`src/rtl/pipe_pkg.sv`:
```
// Shared pipeline constants and the D/E register payload layout.
// T_new/Tuse are 3-bit cycle counts; TUSE_NEVER marks an operand that is never read.
package pipe_pkg;

  localparam int TW = 3;
  localparam logic [TW-1:0] TUSE_NEVER = 3'b111;
  localparam logic [4:0] ZERO_REG = 5'd0;
  localparam logic [TW-1:0] T_ONE = 3'd1;

  typedef struct packed {
    logic [4:0]    rs;
    logic [4:0]    rt;
    logic [31:0]   rs_data;
    logic [31:0]   rt_data;
    logic [31:0]   pc;
    logic          valid;
    logic [4:0]    reg_addr;
    logic          reg_w;
    logic [31:0]   reg_data;
    logic [TW-1:0] t_new;
  } e_stage_t;

  // One pipeline step closer to ready, never below zero.
  function automatic logic [TW-1:0] sat_dec(input logic [TW-1:0] v);
    return (v == '0) ? '0 : v - T_ONE;
  endfunction

endpackage

```
`src/rtl/stall_unit.sv`:
```
// Load-use hazard detector: stalls D when a source register's producer in E or M
// will not have its result ready by the time D needs it.
module stall_unit
  import pipe_pkg::*;
(
  input  logic [4:0]    d_rs,
  input  logic [4:0]    d_rt,
  input  logic [TW-1:0] d_tuse_rs,
  input  logic [TW-1:0] d_tuse_rt,
  input  logic          d_valid,
  input  logic [4:0]    e_addr,
  input  logic          e_w,
  input  logic [TW-1:0] e_t_new,
  input  logic [4:0]    m_addr,
  input  logic          m_w,
  input  logic [TW-1:0] m_t_new,
  output logic          stall
);

  logic rs_hazard;
  logic rt_hazard;

  // E and M are ORed: any late producer is enough to stall, no priority.
  function automatic logic src_hazard(input logic [4:0] addr, input logic [TW-1:0] tuse,
                                      input logic [4:0] ea, input logic ew, input logic [TW-1:0] et,
                                      input logic [4:0] ma, input logic mw, input logic [TW-1:0] mt);
    logic hit_e;
    logic hit_m;
    hit_e = (addr == ea) && ew && (tuse < et);
    hit_m = (addr == ma) && mw && (tuse < mt);
    return (addr != ZERO_REG) && (tuse != TUSE_NEVER) && (hit_e || hit_m);
  endfunction

  always_comb begin
    rs_hazard = src_hazard(d_rs, d_tuse_rs, e_addr, e_w, e_t_new, m_addr, m_w, m_t_new);
    rt_hazard = src_hazard(d_rt, d_tuse_rt, e_addr, e_w, e_t_new, m_addr, m_w, m_t_new);
    stall     = d_valid && (rs_hazard || rt_hazard);
  end

endmodule

```
`src/rtl/d_e_reg.sv`:
```
// D/E pipeline register with integrated stall detection; a stall loads a bubble.
// Optional STALL_CNT_EN adds a 32-bit free-running stall-cycle counter output.
module d_e_reg
  import pipe_pkg::*;
(
  input  logic          clk,
  input  logic          reset,
  input  logic [4:0]    D_rs,
  input  logic [4:0]    D_rt,
  input  logic [31:0]   D_rs_Data,
  input  logic [31:0]   D_rt_Data,
  input  logic [4:0]    D_Reg_Addr,
  input  logic          D_Reg_W,
  input  logic [31:0]   D_Reg_Data,
  input  logic [TW-1:0] D_T_new,
  input  logic [TW-1:0] D_Tuse_rs,
  input  logic [TW-1:0] D_Tuse_rt,
  input  logic [31:0]   D_PC,
  input  logic          D_valid,
  input  logic [4:0]    M_Reg_Addr,
  input  logic          M_Reg_W,
  input  logic [TW-1:0] M_T_new,
  output logic [4:0]    E_rs,
  output logic [4:0]    E_rt,
  output logic [31:0]   E_rs_Data,
  output logic [31:0]   E_rt_Data,
  output logic [31:0]   E_PC,
  output logic          E_valid,
  output logic [4:0]    FWD_E_Reg_Addr,
  output logic          FWD_E_Reg_W,
  output logic [31:0]   FWD_E_Reg_Data,
  output logic [TW-1:0] FWD_E_T_new,
  output logic [TW-1:0] E_T_new_next,
`ifdef STALL_CNT_EN
  output logic [31:0]   stall_cnt,
`endif
  output logic          stall
);

  e_stage_t e_q;
  e_stage_t e_d;

  stall_unit u_stall_unit (
    .d_rs      (D_rs),
    .d_rt      (D_rt),
    .d_tuse_rs (D_Tuse_rs),
    .d_tuse_rt (D_Tuse_rt),
    .d_valid   (D_valid),
    .e_addr    (e_q.reg_addr),
    .e_w       (e_q.reg_w),
    .e_t_new   (e_q.t_new),
    .m_addr    (M_Reg_Addr),
    .m_w       (M_Reg_W),
    .m_t_new   (M_T_new),
    .stall     (stall)
  );

  always_comb begin
    e_d = '0;
    if (!stall) begin
      e_d.rs       = D_rs;
      e_d.rt       = D_rt;
      e_d.rs_data  = D_rs_Data;
      e_d.rt_data  = D_rt_Data;
      e_d.pc       = D_PC;
      e_d.valid    = D_valid;
      e_d.reg_addr = D_Reg_Addr;
      // $0 writes and invalid slots must never be forwarded.
      e_d.reg_w    = D_Reg_W && D_valid && (D_Reg_Addr != ZERO_REG);
      e_d.reg_data = D_Reg_Data;
      e_d.t_new    = D_T_new;
    end
  end

  always_ff @(posedge clk or negedge reset) begin
    if (!reset) e_q <= '0;
    else        e_q <= e_d;
  end

  assign E_rs           = e_q.rs;
  assign E_rt           = e_q.rt;
  assign E_rs_Data      = e_q.rs_data;
  assign E_rt_Data      = e_q.rt_data;
  assign E_PC           = e_q.pc;
  assign E_valid        = e_q.valid;
  assign FWD_E_Reg_Addr = e_q.reg_addr;
  assign FWD_E_Reg_W    = e_q.reg_w;
  assign FWD_E_Reg_Data = e_q.reg_data;
  assign FWD_E_T_new    = e_q.t_new;
  assign E_T_new_next   = sat_dec(e_q.t_new);

`ifdef STALL_CNT_EN
  logic [31:0] stall_cnt_q;
  logic [31:0] stall_cnt_d;

  always_comb begin
    stall_cnt_d = stall_cnt_q;
    if (stall) stall_cnt_d = stall_cnt_q + 32'd1;
  end

  always_ff @(posedge clk or negedge reset) begin
    if (!reset) stall_cnt_q <= '0;
    else        stall_cnt_q <= stall_cnt_d;
  end

  assign stall_cnt = stall_cnt_q;
`endif

endmodule

```
`config.mk`:
```
export PLATFORM = sky130hd
export DESIGN_NAME = d_e_reg
export DESIGN_NICKNAME = d
export VERILOG_FILES = /design/src/rtl/pipe_pkg.sv /design/src/rtl/stall_unit.sv /design/src/rtl/d_e_reg.sv
export SDC_FILE = /design/constraint.sdc
export NUM_CORES = 1
export LEC_CHECK = 0
export CAP_MARGIN = 0
export CORE_ASPECT_RATIO = 1.2
export CORE_MARGIN = 2
export CORE_UTILIZATION = 34
export DETAILED_ROUTE_END_ITERATION = 6
export PLACE_DENSITY = 0.77
export SYNTH_ARGS = -nofsm -noshare
export SYNTH_HDL_FRONTEND = slang
export SYNTH_HIERARCHICAL = 1
export SYNTH_SLANG_ARGS = --single-unit
```
`constraint.sdc`:
```
create_clock -name clk -period 1.95 [get_ports clk]
set_clock_uncertainty 0.15 [all_clocks]
set_input_delay 0.39 -clock clk [delete_from_list [all_inputs] [get_ports clk]]
set_output_delay 0.39 -clock clk [all_outputs]
set_load 0.05 [all_outputs]
```
==> results of run 1 <==
what timing repair did:
item / in CTS / in global routing
hold buffers: 1 / 0
gates cloned: 5 / 1
endpoints found under the hold margin: 41 / 0
pin swaps: 6 / 2
buffers inserted: 2 / 11
endpoints found under the setup margin: 152 / 152
gates resized for setup: 21 / 31
power by group:
part,switching [mW],internal [mW]
logic,1.04,0.741
clock network,1.30,2.07
registers,0.0619,3.25
worst min path at each step:
| stage | startpoint | end | slack (ps) | cells past startpoint |
|---|---|---|---|---|
| final | D_rt[2] | E_rt[2] | 300 | 2 |
| after global routing | D_rt[0] | E_rt[0] | 310 | 2 |
| after CTS | D_rt[0] | E_rt[0] | 280 | 2 |
| after detailed placement | reset | E_rt_Data[6] | 200 | 1 |
| after global placement | reset | E_rt_Data[20] | 200 | 1 |
| after floorplan | reset | E_PC[0] | -60 | 0 |
synthesized netlist by cell type, types with 3 or more instances:
master | n | area share (%)
o21ai_0 | 4 | 0.38
buf_1 | 3 | 0.22
o211ai_1 | 3 | 0.43
clkbuf_1 | 11 | 0.79
nor2b_1 | 147 | 18
or4_1 | 3 | 0.43
nor4_1 | 3 | 0.36
dfrtp_1 | 148 | 71
xor2_1 | 11 | 1.8
nor2_1 | 4 | 0.29
xnor2_1 | 9 | 1.5
inv_1 | 6 | 0.43
a21oi_1 | 3 | 0.29
ha_1 | 10 | 2.4
per-layer routing:
metal | track usage, % | share of wire [%] | up-vias
met4 | 7.31 | 1.9 | 0
met3 | 6.36 | 8.1 | 26
met5 | 0 | 0 | -
met1 | 21.9 | 36 | 1991
met2 | 35.9 | 54 | 203
li1 | - | - | 1946
cell families (layout without fill, tap and decap cells):
group                      after synthesis  count (layout)  synth area share [%]
DFF                                    148             148                  70.9
adders and majority gates               10              10                  2.40
and+or+nand+nor                        167             167                  20.0
xor gates and xnor gates                20              20                  3.35
AOI/OAI and AO/OA                       14              14                  1.75
buffers and inverters                   22             409                  1.63
cell type report:
class | instances | area [µm²] | area share (%)
Sequential cell | 148 | 3710 | 38.3
Inverter | 6 | 22.5 | 0.233
Tap cell | 204 | 255 | 2.64
Clock buffer | 19 | 443 | 4.58
Timing Repair Buffer | 371 | 3510 | 36.3
Clock inverter | 13 | 173 | 1.78
Multi-Input combinational cell | 211 | 1560 | 16.1
sequential cells by signal, summed over array words and instances, names as in the netlist, 3 cells and up:
| register | count |
|---|---|
| E_PC | 32 |
| E_rs_Data | 32 |
| E_rt_Data | 32 |
| FWD_E_Reg_Data | 32 |
| E_rs | 5 |
| E_rt | 5 |
| FWD_E_Reg_Addr | 5 |
| FWD_E_T_new | 3 |
stage by stage:
stage	TNS, ps	worst slack [ps]
after floorplan	-62180	-435
after global placement	-110370	-818
after detailed placement	-112380	-811
after CTS	-48230	-637
after global routing	-78930	-704
final	-68440	-634
critical path: stages:
cell	delay (ps)
clkdlybuf4s50_1	610
xnor2_1	160
nand3b_1	100
nor4_1	290
a21oi_1	110
o22ai_4	220
buf_12	170
==> results.py, run 1 <==
metrics = {
    "drt": {
        "vias": 4166,
        "drt_wl_total_mm": 16.5,
        "drc_errors": 0,
        "drtPass1Iterations": 4,
        "drt-initial-drc-count": 183,
        "vias_per_cell": 4.29,
        "wl_per_cell_um": 17.0,
        "antenna_left": 0,
    },
    "die": {
        "io_pins": 317,
        "die_w_um": 117,
        "rows": 49,
        "coreArea_mm2": 0.0150,
        "die_h_um": 140,
        "start_util_pct": 34.8,
        "die-area_mm2": 0.0164,
    },
    "timing": {
        "slew_violations": 0,
        "whs_ps": 302,
        "worst_pin_slew_ps": 446,
        "slew_headroom_pct": 70.3,
        "setup_viol": 152,
        "finalCritPeriodShare_pct": 133,
        "hold_viol_final": 0,
        "period_minus_slack_ps": 2580,
        "worst_slack_ps": -634,
        "fmax_mhz": 387,
        "rsz0062_at_grt": "true",
    },
    "critical_path": {
        "cp_data_arrival_time_ps": 2040,
        "r2r_setup_slack_ps": -510,
        "r2r_cells": 12,
        "r2r_start": "FWD_E_T_new[1]",
        "r2r_end": "E_rs_Data[31]",
        "endpoint": "stall",
        "worstPathMaxFanout": 4,
        "crit_path_end_kind": "output port",
        "crit_type": "in2out",
        "startpoint": "D_rt[1]",
        "cp-start-kind": "input port",
        "critPathRequiredTime_ps": 1410,
    },
    "logic_synthesis": {
        "syn-cell-area_mm2": 0.00522,
        "synth-async-reset-ratio_pct": 100,
        "synthFlopType": "dfrtp_1",
        "seq_area_frac_synth_pct": 70.9,
        "synth_edf_count": 0,
        "syn_area_per_cell_um2": 13.7,
        "synth_fp_nets": 556,
        "synthDistinctLibCells": 27,
        "yosys_warnings": 6,
        "synth-seq-cells": 148,
        "syn_inst": 381,
    },
    "cells_and_area": {
        "instances_no_fill": 972,
        "fill_cells": 1121,
        "diodes": 0,
        "finalNetCount": 930,
        "syn_to_final_growth_pct": 85.2,
        "final_common_cell": "buf_4",
        "final_layout_size_suffix_gt1_share_pct": 34.8,
        "layout_common_cells": "buf_4 (179), clkdlybuf4s50_1 (151), dfrtp_1 (143)",
        "final_area_mm2": 0.00968,
        "fin_util_pct": 64.4,
    },
    "status": {
        "violations": "setup timing",
        "status": "finished, violations left",
    },
    "clocking": {
        "htree_levels": 4,
        "clkLatencyLatePin_ps": 400,
        "clkTransAtPathRegs_ps": 60,
        "cts_sinks": 148,
        "cts_tree": "done",
        "cts_made_buffers": 17,
        "cts-root-buf": "clkbuf_16",
        "clockBufferDepth": 2,
    },
    "flow_run": {
        "drv_cap": 0,
    },
    "placed_design": {
        "dp.cells": 920,
        "port_buffers": 316,
        "place_congestion": 0.886,
        "hpwl_mm": 12.4,
        "placed_cell_area_mm2": 0.00862,
    },
    "hold_path": {
        "min_path_type": "in2reg",
    },
    "global_routing": {
        "grt_overflow": 0,
        "grt_pass1_vias": 4619,
        "groute.usage.overall_pct": 20.1,
        "grt_pass1_wl_mm": 24.6,
        "grt_max_degree": 47,
        "antenna_found_initial": 0,
    },
    "power_and_ir_drop": {
        "p_total_mw": 8.47,
        "p_leak_nw": 4.45,
        "powerDensity_mw_per_mm2": 876,
        "ir_drop_v": 0.000482,
    },
}
(Power assumes the default switching activity.)
==> inputs of run 2 (changes only) <==
- CORE_UTILIZATION: 34 -> 30
- GPL_ROUTABILITY_DRIVEN: not set -> 0
- PLACE_DENSITY: 0.77 -> 0.68
- SYNTH_HIERARCHICAL: 1 -> not set
==> results.py, run 2 <==
metrics = {
    "die": {
        "coreArea_mm2": 0.0182,
        "die_h_um": 153,
        "io_pins": 317,
        "die-area_mm2": 0.0196,
        "start_util_pct": 30.5,
        "rows": 54,
        "die_w_um": 128,
    },
    "logic_synthesis": {
        "yosysTopAreaCell": "dfrtp_1",
        "synth_edf_count": 0,
        "synth-async-reset-ratio_pct": 100,
        "synthFlopType": "dfrtp_1",
        "synthDistinctLibCells": 28,
        "synth_top_family_by_area": "simple AND/OR/NAND/NOR gates",
        "yosysTopAreaCellShare_pct": 66.8,
        "synthMuxAreaShare_pct": 0,
        "synth-compound-area-share_pct": 1.60,
        "seq_area_frac_synth_pct": 66.8,
        "ys_top_cells_by_count": "dfrtp_1 (148), nor3b_1 (148), buf_2 (26)",
        "yosys_warnings": 0,
        "syn_inst": 404,
        "yosys.area_share.simple_pct": 22.7,
        "synth_area_leaders": "dfrtp_1 (67%), nor3b_1 (20%), buf_2 (2.3%)",
        "syn-cell-area_mm2": 0.00554,
        "yosys.area_share.xor_xnor_pct": 3.16,
        "synth_adder_area_share_pct": 2.26,
        "synth-seq-cells": 148,
        "synth_fp_nets": 579,
        "syn_area_per_cell_um2": 13.7,
    },
    "placed_design": {
        "dp.cells": 956,
        "hpwl_mm": 13.0,
        "port_buffers": 316,
        "pre_cts_ws_ps": -1040,
    },
    "drt": {
        "met3_length_mm": 1.29,
        "vias_per_cell": 4.70,
        "drt-initial-drc-count": 205,
        "wl_per_cell_um": 20.3,
        "drtPass1Iterations": 4,
        "drc_errors": 0,
        "vias": 4888,
        "drt-met1-wl_mm": 8.15,
        "drt_wl_total_mm": 21.1,
        "dr_wl_met2_mm": 11.0,
        "top_layer": "met4",
        "antenna_left": 0,
    },
    "clocking": {
        "cts_made_buffers": 17,
        "htree_levels": 4,
        "cts_tree": "done",
        "clkLatencyLatePin_ps": 420,
        "cts-root-buf": "clkbuf_16",
        "clkTransAtPathRegs_ps": 60,
        "clockBufferDepth": 2,
        "cts_sinks": 148,
    },
    "critical_path": {
        "crit_type": "reg2out",
        "crit_path_end_kind": "output port",
        "crit_family": "simple AND/OR/NAND/NOR gates",
        "slowest_delay_ps": 400,
        "cp-start-kind": "flop",
        "cp_data_arrival_time_ps": 2120,
        "cp_num_buf_inv": 2,
        "critPathRequiredTime_ps": 1410,
        "cp_slowest_cell": "dfrtp_2",
        "path_cells": "inv_2 > ha_4 > o21ai_2 > a21oi_1 > or3_4 > a211oi_4 > or2_4 > buf_12",
        "worstPathMaxFanout": 2,
    },
    "power_and_ir_drop": {
        "ir_drop_v": 0.000492,
        "powerDensity_mw_per_mm2": 791,
        "p_leak_nw": 4.96,
        "p_total_mw": 8.81,
    },
    "cells_and_area": {
        "fill_cells": 1370,
        "final_common_cell": "buf_4",
        "instances_no_fill": 1040,
        "final_layout_size_suffix_gt1_share_pct": 44.4,
        "fin_util_pct": 61.2,
        "diodes": 0,
        "ff_latch_area_mm2": 0.00371,
        "multi_input_area_mm2": 0.00207,
        "layout_common_cells": "buf_4 (179), clkdlybuf4s50_1 (152), dfrtp_1 (145)",
        "finalNetCount": 978,
        "syn_to_final_growth_pct": 101,
    },
    "timing": {
        "rsz0062_at_grt": "true",
        "setup_viol": 150,
        "hold_viol_final": 0,
        "worst_pin_slew_ps": 360,
        "slew_violations": 0,
        "finalCritPeriodShare_pct": 137,
        "slew_headroom_pct": 76.0,
        "worst_slack_ps": -715,
        "period_minus_slack_ps": 2660,
        "fmax_mhz": 375,
    },
    "hold_path": {
        "min_path_type": "in2async",
    },
    "global_routing": {
        "groute.usage.overall_pct": 20.1,
        "grt_overflow": 0,
        "grt_pass1_vias": 5395,
        "grt_max_degree": 43,
        "grt_pass1_wl_mm": 29.9,
        "antenna_found_initial": 0,
    },
    "status": {
        "violations": "setup timing",
        "status": "finished, violations left",
    },
    "flow_run": {
        "drv_cap": 0,
    },
}
==> run 2: changes by cell type after synthesis, moves of 2 or more <==
cell      previous run  this run
buf_4                0         4
buf_2                2        26
nor3b_1              1       148
nor2b_1            147         0
nor3_1               0         2
nand4b_1             2         0
buf_1                3         0
clkbuf_1            11         2
or3_1                0         2
==> run 2: what timing repair did <==
action,4_1_cts,5_1_grt
cloned,14,17
hold endpoints to repair,31,0
pin swaps,20,4
hold buffers,1,0
buffers inserted,7,17
resized for setup,74,36
endpoints found under the setup margin,152,152
==> run 2: cells by family after synthesis <==
family,after synthesis
flip-flops,148
AND/OR/NAND/NOR,174
buffers and inverters,38
adder cells (fa/ha/maj),10
AO/OA/AOI/OAI,14
XOR/XNOR,20
==> run 2: stage by stage <==
step	hold slack, ps	cell area [µm²]	TNS, ps
after global routing	308	11100	-72750
after detailed placement	165	9210	-144720
after global placement	162	9210	-142530
final	292	11100	-60270
after CTS	293	10500	-55530
after floorplan	-55.6	5890	-42250
==> run 2: path summary, 6_finish.rpt <==
check / start / cells after the start / slack (ps) / to
min reg2reg: FWD_E_Reg_W / 4 / 740 / E_valid
min: reset / 2 / 290 / E_PC[26]
max: FWD_E_T_new[1] / 8 / -710 / stall
max reg2reg: FWD_E_T_new[1] / 12 / -460 / E_PC[18]
min in group clk: D_rs[3] / 2 / 350 / E_rs[3]
max in group asynchronous: reset / 3 / 790 / FWD_E_T_new[1]
==> run 2: cell type report <==
class | instances | share of cell area (%)
Clock buffer | 21 | 4.14
Clock inverter | 11 | 1.78
Inverter | 6 | 0.202
Multi-Input combinational cell | 218 | 18.6
Sequential cell | 148 | 33.3
Tap cell | 224 | 2.52
Timing Repair Buffer | 412 | 39.5
==> run 2: metal layers <==
metal	up-vias	track usage, %
met4	0	8.74
li1	2207	-
met3	41	5.81
met5	-	0
met2	211	33.8
met1	2429	23.7
==> run 2: power by group <==
part	leakage [nW]	total, mW	switching [mW]	internal [mW]
Sequential	1.73	3.32	0.0648	3.25
Clock	0.318	3.64	1.29	2.35
Combinational	2.92	1.85	1.06	0.787
